## config.mk

```make
export PLATFORM = sky130hd
export DESIGN_NAME = cpu_controller
export DESIGN_NICKNAME = d
export VERILOG_FILES = /design/src/rtl/cpu_pkg.sv /design/src/rtl/cpu_controller.sv
export SDC_FILE = /design/constraint.sdc
export NUM_CORES = 1
export LEC_CHECK = 0
export ABC_AREA = 1
export CORE_AREA = 5 5 42 44
export CTS_BUF_LIST = sky130_fd_sc_hd__clkbuf_16
export CTS_CLUSTER_SIZE = 20
export DETAILED_ROUTE_END_ITERATION = 16
export DIE_AREA = 0 0 47 49
export PLACE_DENSITY = 0.74
export SYNTH_ARGS = -nofsm -noshare
export SYNTH_HDL_FRONTEND = slang
export SYNTH_SLANG_ARGS = --single-unit
```

## constraint.sdc

```tcl
create_clock -name clk -period 3.1 [get_ports clk]
set_clock_uncertainty 0.1 [all_clocks]
set_input_delay 0.93 -clock clk [delete_from_list [all_inputs] [get_ports clk]]
set_output_delay 0.93 -clock clk [all_outputs]
set_load 0.02 [all_outputs]
```

## src/rtl/cpu_pkg.sv

```systemverilog
// rtl/cpu_pkg.sv - shared state, select encodings and instruction classes for the CPU controller
package cpu_pkg;

    typedef enum logic [2:0] {
        S_WAIT      = 3'd0,
        S_DECODE    = 3'd1,
        S_WRITE_IMM = 3'd2,
        S_GET_A     = 3'd3,
        S_GET_B     = 3'd4,
        S_EXEC      = 3'd5,
        S_WRITE_REG = 3'd6
    } state_t;

    // One-hot register-field selects handed to the instruction decoder
    localparam logic [2:0] NSEL_NONE = 3'b000;
    localparam logic [2:0] NSEL_M    = 3'b001;
    localparam logic [2:0] NSEL_D    = 3'b010;
    localparam logic [2:0] NSEL_N    = 3'b100;

    // Writeback source selects
    localparam logic [1:0] VSEL_C    = 2'b00;
    localparam logic [1:0] VSEL_IMM  = 2'b01;

    // Instruction classes as {opcode, op}
    localparam logic [4:0] INS_MOV_IMM = 5'b110_10;
    localparam logic [4:0] INS_MOV_REG = 5'b110_00;
    localparam logic [4:0] INS_ADD     = 5'b101_00;
    localparam logic [4:0] INS_CMP     = 5'b101_01;
    localparam logic [4:0] INS_AND     = 5'b101_10;
    localparam logic [4:0] INS_MVN     = 5'b101_11;

    // Moves and MVN have no A operand, so the ALU sees zero on that side
    function automatic logic is_single_operand(input logic [4:0] ins);
        return (ins == INS_MOV_REG) || (ins == INS_MVN);
    endfunction

endpackage

```

## src/rtl/cpu_controller.sv

```systemverilog
// rtl/cpu_controller.sv - Moore FSM sequencing register reads, ALU execute and writeback
module cpu_controller
    import cpu_pkg::*;
#(
    parameter logic [2:0] NSEL_RM = NSEL_M,
    parameter logic [2:0] NSEL_RD = NSEL_D,
    parameter logic [2:0] NSEL_RN = NSEL_N
) (
    input  logic       clk,
    input  logic       reset,
    input  logic       s,
    input  logic [2:0] opcode,
    input  logic [1:0] op,
    output logic       w,
    output logic [2:0] nsel,
    output logic       loada,
    output logic       loadb,
    output logic       loadc,
    output logic       loads,
    output logic       asel,
    output logic       bsel,
    output logic [1:0] vsel,
    output logic       write
);

    state_t     r_state;
    state_t     w_next;
    logic [4:0] r_ins;

    // State register; reset drops straight back to idle, aborting any instruction
    always_ff @(posedge clk or posedge reset) begin
        if (reset) begin
            r_state <= S_WAIT;
        end else begin
            r_state <= w_next;
        end
    end

    // Capture the instruction class while leaving DECODE so later states ignore decoder changes
    always_ff @(posedge clk or posedge reset) begin
        if (reset) begin
            r_ins <= 5'b000_00;
        end else if (r_state == S_DECODE) begin
            r_ins <= {opcode, op};
        end
    end

    // Next-state and Moore output decode from the state and latched class
    always_comb begin
        w_next = S_WAIT;
        w      = 1'b0;
        nsel   = NSEL_NONE;
        loada  = 1'b0;
        loadb  = 1'b0;
        loadc  = 1'b0;
        loads  = 1'b0;
        asel   = 1'b0;
        bsel   = 1'b0;
        vsel   = VSEL_C;
        write  = 1'b0;
        case (r_state)
            S_WAIT: begin
                w      = 1'b1;
                w_next = s ? S_DECODE : S_WAIT;
            end
            S_DECODE: begin
                // Branch on the live decoder fields; they are latched on this same edge
                case ({opcode, op})
                    INS_MOV_IMM:                 w_next = S_WRITE_IMM;
                    INS_MOV_REG, INS_MVN:        w_next = S_GET_B;
                    INS_ADD, INS_CMP, INS_AND:   w_next = S_GET_A;
                    default:                     w_next = S_WAIT;
                endcase
            end
            S_WRITE_IMM: begin
                nsel   = NSEL_RN;
                vsel   = VSEL_IMM;
                write  = 1'b1;
                w_next = S_WAIT;
            end
            S_GET_A: begin
                nsel   = NSEL_RN;
                loada  = 1'b1;
                w_next = S_GET_B;
            end
            S_GET_B: begin
                nsel   = NSEL_RM;
                loadb  = 1'b1;
                w_next = S_EXEC;
            end
            S_EXEC: begin
                asel = is_single_operand(r_ins);
                if (r_ins == INS_CMP) begin
                    loads  = 1'b1;
                    w_next = S_WAIT;
                end else begin
                    loadc  = 1'b1;
                    w_next = S_WRITE_REG;
                end
            end
            S_WRITE_REG: begin
                nsel   = NSEL_RD;
                vsel   = VSEL_C;
                write  = 1'b1;
                w_next = S_WAIT;
            end
            default: begin
                w_next = S_WAIT;
            end
        endcase
    end

endmodule

```

# After elaboration in Yosys (flattened, before gate mapping)
# Cells that the tools add are included.
# totals
register_bits	8
out_inout_bits	13
# op_classes
eq_ne	15
mux	15
n_reduce_logical	6
# ops
operator	count
$eq A5 B5 Y1 const B	9
$pmux W3 S3	2
$pmux W3 S5	1
$mux W1	11
$eq A3 B3 Y1 const B	3
$eq A3 B2 Y1 const B	2
$reduce_or A2 Y1	3
$eq A3 B1 Y1 const B	1
$logic_not A3 Y1	1
$mux W3	1
$reduce_or A3 Y1	1
$logic_or A1 B1 Y1	1

# Longest topological paths before layout
# Gate-level depths: netlist (run 1).
# depth
ltp_word	4
mapped_depth	6
mapped_depth_nobuf	6

# Worst setup path before layout (run 1)
# No wires, ideal clock.
# synth_timing
path_kind	reg2out
start	reg r_state[1]
end	out nsel[2]
arrival_time_ps	1377
required_ps	2070
slack_ps	693
path_stages_with_launch	5
n_path_buf	0
path_cell_list	dfrtp_1 inv_1 nor2_1 inv_1 o21ai_0
# synth_via
elab_chain_len	3
elab_cells_between_ends	6
cone_classes	4 x eq/ne; 1 x mux; 1 x reduce/logical
# synth_rtl
item	line	text
from (decl)	cpu_controller.sv:26	state_t r_state;
from (signal assigned)	cpu_controller.sv:35	r_state <= w_next;
$eq A3 B2 Y1	cpu_controller.sv:61	case (r_state)
$reduce_or A2 Y1 (no line)	--	
$pmux W3 S3 *	cpu_controller.sv:61	
to (decl)	cpu_controller.sv:15	output logic [2:0] nsel,
# Mark *: on every way between the ends. The rest lies on a longest branch, timed or not.

# Worst setup path in the final report (run 1)
# layout_timing
start	reg r_state[2]
end	out asel
# layout_via
elab_chain_len	2
# layout_rtl
item	line	text
$eq A3 B3 Y1	cpu_controller.sv:61	
$mux W1	cpu_controller.sv:61	
to (decl)	cpu_controller.sv:20	output logic asel,
# Every way passes these cells.

==> results of run 1 <==
## layout by cell type, fill, tap and decap left out, types with 2 or more instances in the layout
cell type,count
sky130_fd_sc_hd__dfrtp_1,8
sky130_fd_sc_hd__nor2_2,2
sky130_fd_sc_hd__clkdlybuf4s50_1,18
sky130_fd_sc_hd__nand2_1,25
sky130_fd_sc_hd__o21ai_0,4
sky130_fd_sc_hd__conb_1,2
sky130_fd_sc_hd__clkbuf_16,3
sky130_fd_sc_hd__nor2_1,9
sky130_fd_sc_hd__inv_2,2
sky130_fd_sc_hd__inv_1,11
sky130_fd_sc_hd__nand4_1,4
## worst max-delay path, stage by stage, from the launching register on
cell	delay [ns]
sky130_fd_sc_hd__dfrtp_1	0.48
sky130_fd_sc_hd__inv_2	0.09
sky130_fd_sc_hd__nor2_2	0.17
sky130_fd_sc_hd__inv_2	0.06
sky130_fd_sc_hd__a21oi_2	0.09
sky130_fd_sc_hd__clkdlybuf4s50_1	0.60
## layout make-up
| cell class | count | area, sq um |
|---|---|---|
| clock buffers | 3 | 75.1 |
| fillers | 154 | 618 |
| multi-input cells | 54 | 253 |
| well taps | 16 | 20.0 |
| flip-flops and latches | 8 | 200 |
| repair buffers | 18 | 180 |
| inverters | 14 | 55.1 |
## worst paths after layout
path	to	slack [ns]
min in group asynchronous	r_state[0]$_DFF_PP0_	0.84
max in group asynchronous	r_ins[1]$_DFFE_PP0P_	1.84
setup reg to reg	r_ins[4]$_DFFE_PP0P_	1.91
setup / recovery	asel	0.35
hold / removal	r_ins[3]$_DFFE_PP0P_	0.42
hold reg to reg	r_ins[3]$_DFFE_PP0P_	0.42
## routing by layer
layer  track usage, %  wire length (microns)  up-vias
li1                 -                      -      275
met1             13.1                    420      224
met2             20.4                    611       12
met3             4.43                     74        5
met4             11.1                     52        0
met5                0                      0        -
## registers in the layout, indices dropped and copies added, names as in the netlist
signal   flops
r_ins        5
r_state      3
## cells by family (layout without fill, tap and decap cells)
| kind of cell | after synthesis | in the layout | share of synthesized area, % |
|---|---|---|---|
| buffers and inverters | 17 | 35 | 14.7 |
| and+or+nand+nor | 45 | 45 | 38.5 |
| AOI/OAI and AO/OA | 7 | 7 | 8.08 |
| other | 1 | 2 | 0.712 |
| DFF | 8 | 8 | 38.0 |
## through the flow
stage | setup slack (ns) | power, mW | instance area, sq um | std cells
2_1_floorplan | 0.693 | 0.407 | 531 | 79
3_3_place_gp | 0.619 | 0.510 | 708 | 110
3_5_place_dp | 0.593 | 0.516 | 708 | 110
4_1_cts | 0.342 | 0.739 | 783 | 113
5_1_grt | 0.247 | 0.793 | 783 | 113
6_report | 0.347 | 0.729 | 783 | 113
## where the power goes
group          switching (mW)  total (mW)  internal (mW)
Sequential             0.0511       0.204          0.153
Clock                  0.0470       0.213          0.166
Combinational           0.186       0.311          0.125
Total                   0.284       0.729          0.445
==> out/summary.txt, run 1 <==
Share of the core filled with cells: 55.9%
Final GP Congestion: 0.755
Wire length reported by the detailed router: 1160 microns
Global route total overflow: 0
Floorplan core area: 1400 sq um
Count of cell types in the netlist: 19
Root buffer cell: sky130_fd_sc_hd__clkbuf_16
Synth Flop Type: sky130_fd_sc_hd__dfrtp_1
Req. time, crit path: 2.07 ns
Area delta synth->final: 48.7%
DIE WIDTH: 47 microns
Synth warnings: 0
Startpoint type of the worst setup path: register
Count of inserted antenna diode cells: 0
RSZ-0062 raised after global routing: false
Number of buffers inserted for hold repair after clock tree synthesis: 0
Type of the most critical hold path: register to register
Via density: 4.57
Dominant cell type by area after synthesis: sky130_fd_sc_hd__dfrtp_1
Total setup violations reported at the end of the flow: 0
Biggest fanout along the worst timing path: 7
Detail Route Antenna Nets: 0
Sequential-to-total area share from yosys stat: 38.0%
Number of iterations in the first detailed-routing pass: 4
Clock Tree Buf Depth: 2
Pleak: 0.396 nW
Clock tree from TritonCTS: done
Clock insertion delay at the later pin of the skew report: 0.23 ns
Global router's overall resource usage: 13.1%
Final net count: 107
DRC violation total after the first TritonRoute iteration: 3
Depth of the worst hold-timing path: 2
Buffers inserted by post-CTS timing repair: 0
Top-count cell post-synth: sky130_fd_sc_hd__nand2_1
EDFF count, synth: 0
Vias in the first global route: 505
Average size of a mapped cell: 6.75 sq um
PortBufs: 18
Number of sinks driven by the clock tree: 8
H-tree levels: 1
Ratio of total power to cell area: 930 nW/um^2
Peak supply drop: 0.531 mV
Worst endpoint data arrival time: 1.72 ns
Initial Utilization: 37.6%
Pin count of the biggest net entering global routing: 11
Critical Path End Type: output pin
Post-synth top area share: 38.0%
Initial antenna violation count: 0
Post-CTS Resized: 0
Peak Freq: 363 MHz
Num ports: 21
Final critical delay including setup and external delays: 2.75 ns
Outcome: complete, no violations
Post-synthesis register bit count: 8
Netlist area before placement: 527 sq um
Die ar.: 2300 sq um
Post-DR wirelength/cell: 10.2 microns
Origin of the worst min-delay path: r_ins[3]$_DFFE_PP0P_
Clock-pin slew reported for the worst setup and hold paths after clock tree synthesis: 0.03 ns
Placement Rows: 14
Type of the worst setup path: register to output pin
Chip Height: 49 microns
CTS Buf Count: 3
Fraction of registers with async set/reset: 100%
DRC viols: 0
Count of maximum capacitance violations: 0
Count of mapped cells out of synthesis: 78
Final Slew Violations: 0
Leading cell types by total area after synthesis: sky130_fd_sc_hd__dfrtp_1 38%, sky130_fd_sc_hd__nand2_1 18%, sky130_fd_sc_hd__inv_1 7.8%
Worst Setup SP: r_state[2]$_DFF_PP0_
Setup total negative slack: 0 ns
Fraction of layout instances using a drive strength above 1: 13.4%
Hold Worst Slack: 0.423 ns
Final worst-path cycle share: 88.8%
Worst flop-to-flop path startpoint: r_state[1]$_DFF_PP0_
Detailed placement HPWL: 955 microns
Vias: 516
Number of hold violations in the final report: 0
R2r worst-path depth: 6
Most instantiated cells after synthesis: 25 x sky130_fd_sc_hd__nand2_1, 11 x sky130_fd_sc_hd__inv_1, 9 x sky130_fd_sc_hd__nor2_1, 8 x sky130_fd_sc_hd__dfrtp_1
Wire length of the first global-routing pass: 2040 microns
Note: power is estimated with default switching activity, not from simulation.
==> inputs of run 2 (changes only) <==
--- a/config.mk
+++ b/config.mk
@@ -6,11 +6,11 @@
 export NUM_CORES = 1
 export LEC_CHECK = 0
 export ABC_AREA = 1
-export CORE_AREA = 5 5 42 44
+export CORE_AREA = 3 3 40 42
 export CTS_BUF_LIST = sky130_fd_sc_hd__clkbuf_16
 export CTS_CLUSTER_SIZE = 20
 export DETAILED_ROUTE_END_ITERATION = 16
-export DIE_AREA = 0 0 47 49
+export DIE_AREA = 0 0 43 45
 export PLACE_DENSITY = 0.74
 export SYNTH_ARGS = -nofsm -noshare
 export SYNTH_HDL_FRONTEND = slang
==> run 2 against run 1 <==
Clock power hardly changed. Worst hold slack worse by 0.0076 ns. Combinational power hardly changed. Cell area is 0.16% lower. Routed wire length is 9.4% lower. Power is 0.35% lower. Critical path depth stayed put. Via count is 1.2% higher. Non-clock buffer count stayed put.
==> out/summary.txt, run 2 (synthesis results as in run 1) <==
Outcome: complete, no violations
Final total power: 0.726 mW
Critical Path Max Stage Delay: 0.60 ns
R2R Setup Slk: 1.91 ns
Fraction of layout instances using a drive strength above 1: 13.4%
Critical Path End Type: output pin
Number of sinks driven by the clock tree: 8
Clock tree from TritonCTS: done
Post-placement cell area: 707 sq um
Type of the most critical hold path: register to register
Worst endpoint data arrival time: 1.72 ns
Final worst-path cycle share: 88.6%
RSZ-0062 raised after global routing: false
Register share of total power: 28.0%
Pleak: 0.396 nW
Number of gates on the worst path with buffers counted: 5
Peak supply drop: 0.401 mV
Layout filler cell count: 122
Setup slack after placement: 0.577 ns
CTS Buf Count: 3
Peak Freq: 364 MHz
Detailed placement HPWL: 858 microns
DRC viols: 0
Post-CTS Resized: 0
CP delay by family, top: buffers and inverters
Number of buffers inserted for hold repair after clock tree synthesis: 0
Relative contribution of combinational cells to total power: 42.9%
Setup total negative slack: 0 ns
Max reg flops: 5
Startpoint type of the worst setup path: register
Most common library cell in the layout ignoring fill and taps: sky130_fd_sc_hd__nand2_1
Share of the core filled with cells: 60.9%
Worst Hold Path EP: r_ins[3]$_DFFE_PP0P_
DRC violation total after the first TritonRoute iteration: 18
Detail Route Antenna Nets: 0
Worst flop-to-flop path startpoint: r_state[1]$_DFF_PP0_
Chip Height: 45 microns
Combined flip-flop and latch cell area: 200 sq um
Final GP Congestion: 0.800
Root buffer cell: sky130_fd_sc_hd__clkbuf_16
Pin count of the biggest net entering global routing: 11
Switching portion of total power: 38.8%
Cell seen most often among critical-path stages: sky130_fd_sc_hd__inv_2
Clock Tree Buf Depth: 2
Clock group share of total power: 29.2%
Final critical delay including setup and external delays: 2.75 ns
Final net count: 107
Post-DR wirelength/cell: 9.37 microns
Count of inserted antenna diode cells: 0
Count of maximum capacitance violations: 0
H-tree levels: 1
Global route total overflow: 0
Buffers inserted by post-CTS timing repair: 0
Setup ws final: 0.353 ns
Net switching power: 0.282 mW
Reg-to-reg endpoint: r_ins[4]$_DFFE_PP0P_
DIE WIDTH: 43 microns
Clock insertion delay at the later pin of the skew report: 0.23 ns
Power Internal: 0.445 mW
PortBufs: 18
Multi-input logic area: 253 sq um
Regs by FF count: r_ins: 5 flops, r_state: 3 flops
Floorplan core area: 1280 sq um
Final Instance Area: 782 sq um
Final Slew Violations: 0
Vias: 522
Buf/Inv on CP: 3
Number of iterations in the first detailed-routing pass: 3
Die ar.: 1940 sq um
Ratio of total power to cell area: 929 nW/um^2
Type of the worst setup path: register to output pin
Most flops, register: r_ins
Placement Rows: 13
R2r worst-path depth: 6
Area delta synth->final: 48.5%
Total setup violations reported at the end of the flow: 0
Initial antenna violation count: 0
Clock-pin slew reported for the worst setup and hold paths after clock tree synthesis: 0.03 ns
Vias in the first global route: 462
Global router's overall resource usage: 13.1%
Req. time, crit path: 2.07 ns
Commonest cells after routing, fill and taps aside: 25 x sky130_fd_sc_hd__nand2_1, 18 x sky130_fd_sc_hd__clkdlybuf4s50_1, 11 x sky130_fd_sc_hd__inv_1
Wire length reported by the detailed router: 1050 microns
Worst-path cell chain: inv_2 -> nor2_2 -> inv_2 -> a21oi_2 -> clkdlybuf4s50_1
Number of hold violations in the final report: 0
Biggest fanout along the worst timing path: 7
Depth of the worst hold-timing path: 2
Initial Utilization: 41.0%
Origin of the worst min-delay path: r_ins[3]$_DFFE_PP0P_
Wire length of the first global-routing pass: 1830 microns
Num ports: 21
Cell with the largest stage delay on the worst path: sky130_fd_sc_hd__clkdlybuf4s50_1
Via density: 4.66
run 2: cell counts in the layout (fill, tap and decap cells not counted):
No cell type changed its count.
run 2: stage by stage:
step                hold WS [ns]  instances
floorplan                  0.370         79
global placement           0.402        109
detailed placement         0.400        109
CTS                        0.412        112
global route               0.466        112
finish                     0.415        112
run 2: worst register-to-register path, cell delays in order (launching register included):
cell,delay (ns)
sky130_fd_sc_hd__dfrtp_1,0.40
sky130_fd_sc_hd__inv_1,0.09
sky130_fd_sc_hd__nand2_2,0.08
sky130_fd_sc_hd__nor2_4,0.22
sky130_fd_sc_hd__inv_4,0.07
sky130_fd_sc_hd__nand2_1,0.06
sky130_fd_sc_hd__nand2_1,0.05
run 2: area by class of cell:
class | count | share of cell area, %
sequential | 8 | 25.6
inverter | 14 | 7.04
tap | 15 | 2.40
clock buffer | 3 | 9.60
timing repair buffer | 18 | 23.0
multi-input combinational | 54 | 32.3
run 2: power groups by stage:
stage	clock network (mW)	registers (mW)	logic, mW
after floorplan	0	0.193	0.214
after global placement	0	0.202	0.308
after detailed placement	0	0.203	0.312
after CTS	0.214	0.202	0.314
after global routing	0.220	0.211	0.348
final	0.212	0.203	0.311
run 2: how the worst max path moves through the flow:
stage / end / slack, ns / start
2_1_floorplan: nsel[2] / 0.69 / r_state[1]$_DFF_PP0_
3_3_place_gp: asel / 0.59 / r_state[2]$_DFF_PP0_
3_5_place_dp: nsel[2] / 0.58 / r_state[1]$_DFF_PP0_
4_1_cts: asel / 0.33 / r_state[2]$_DFF_PP0_
5_1_grt: nsel[2] / 0.22 / r_state[1]$_DFF_PP0_
6_report: asel / 0.35 / r_state[2]$_DFF_PP0_
run 2: layer usage:
metal | vias to the layer above | wire, microns | track usage [%]
li1 | 280 | - | -
met1 | 215 | 484 | 14.8
met2 | 22 | 447 | 21.6
met3 | 5 | 75 | 2.39
met4 | 0 | 42 | 10.8
met5 | - | 0 | 0
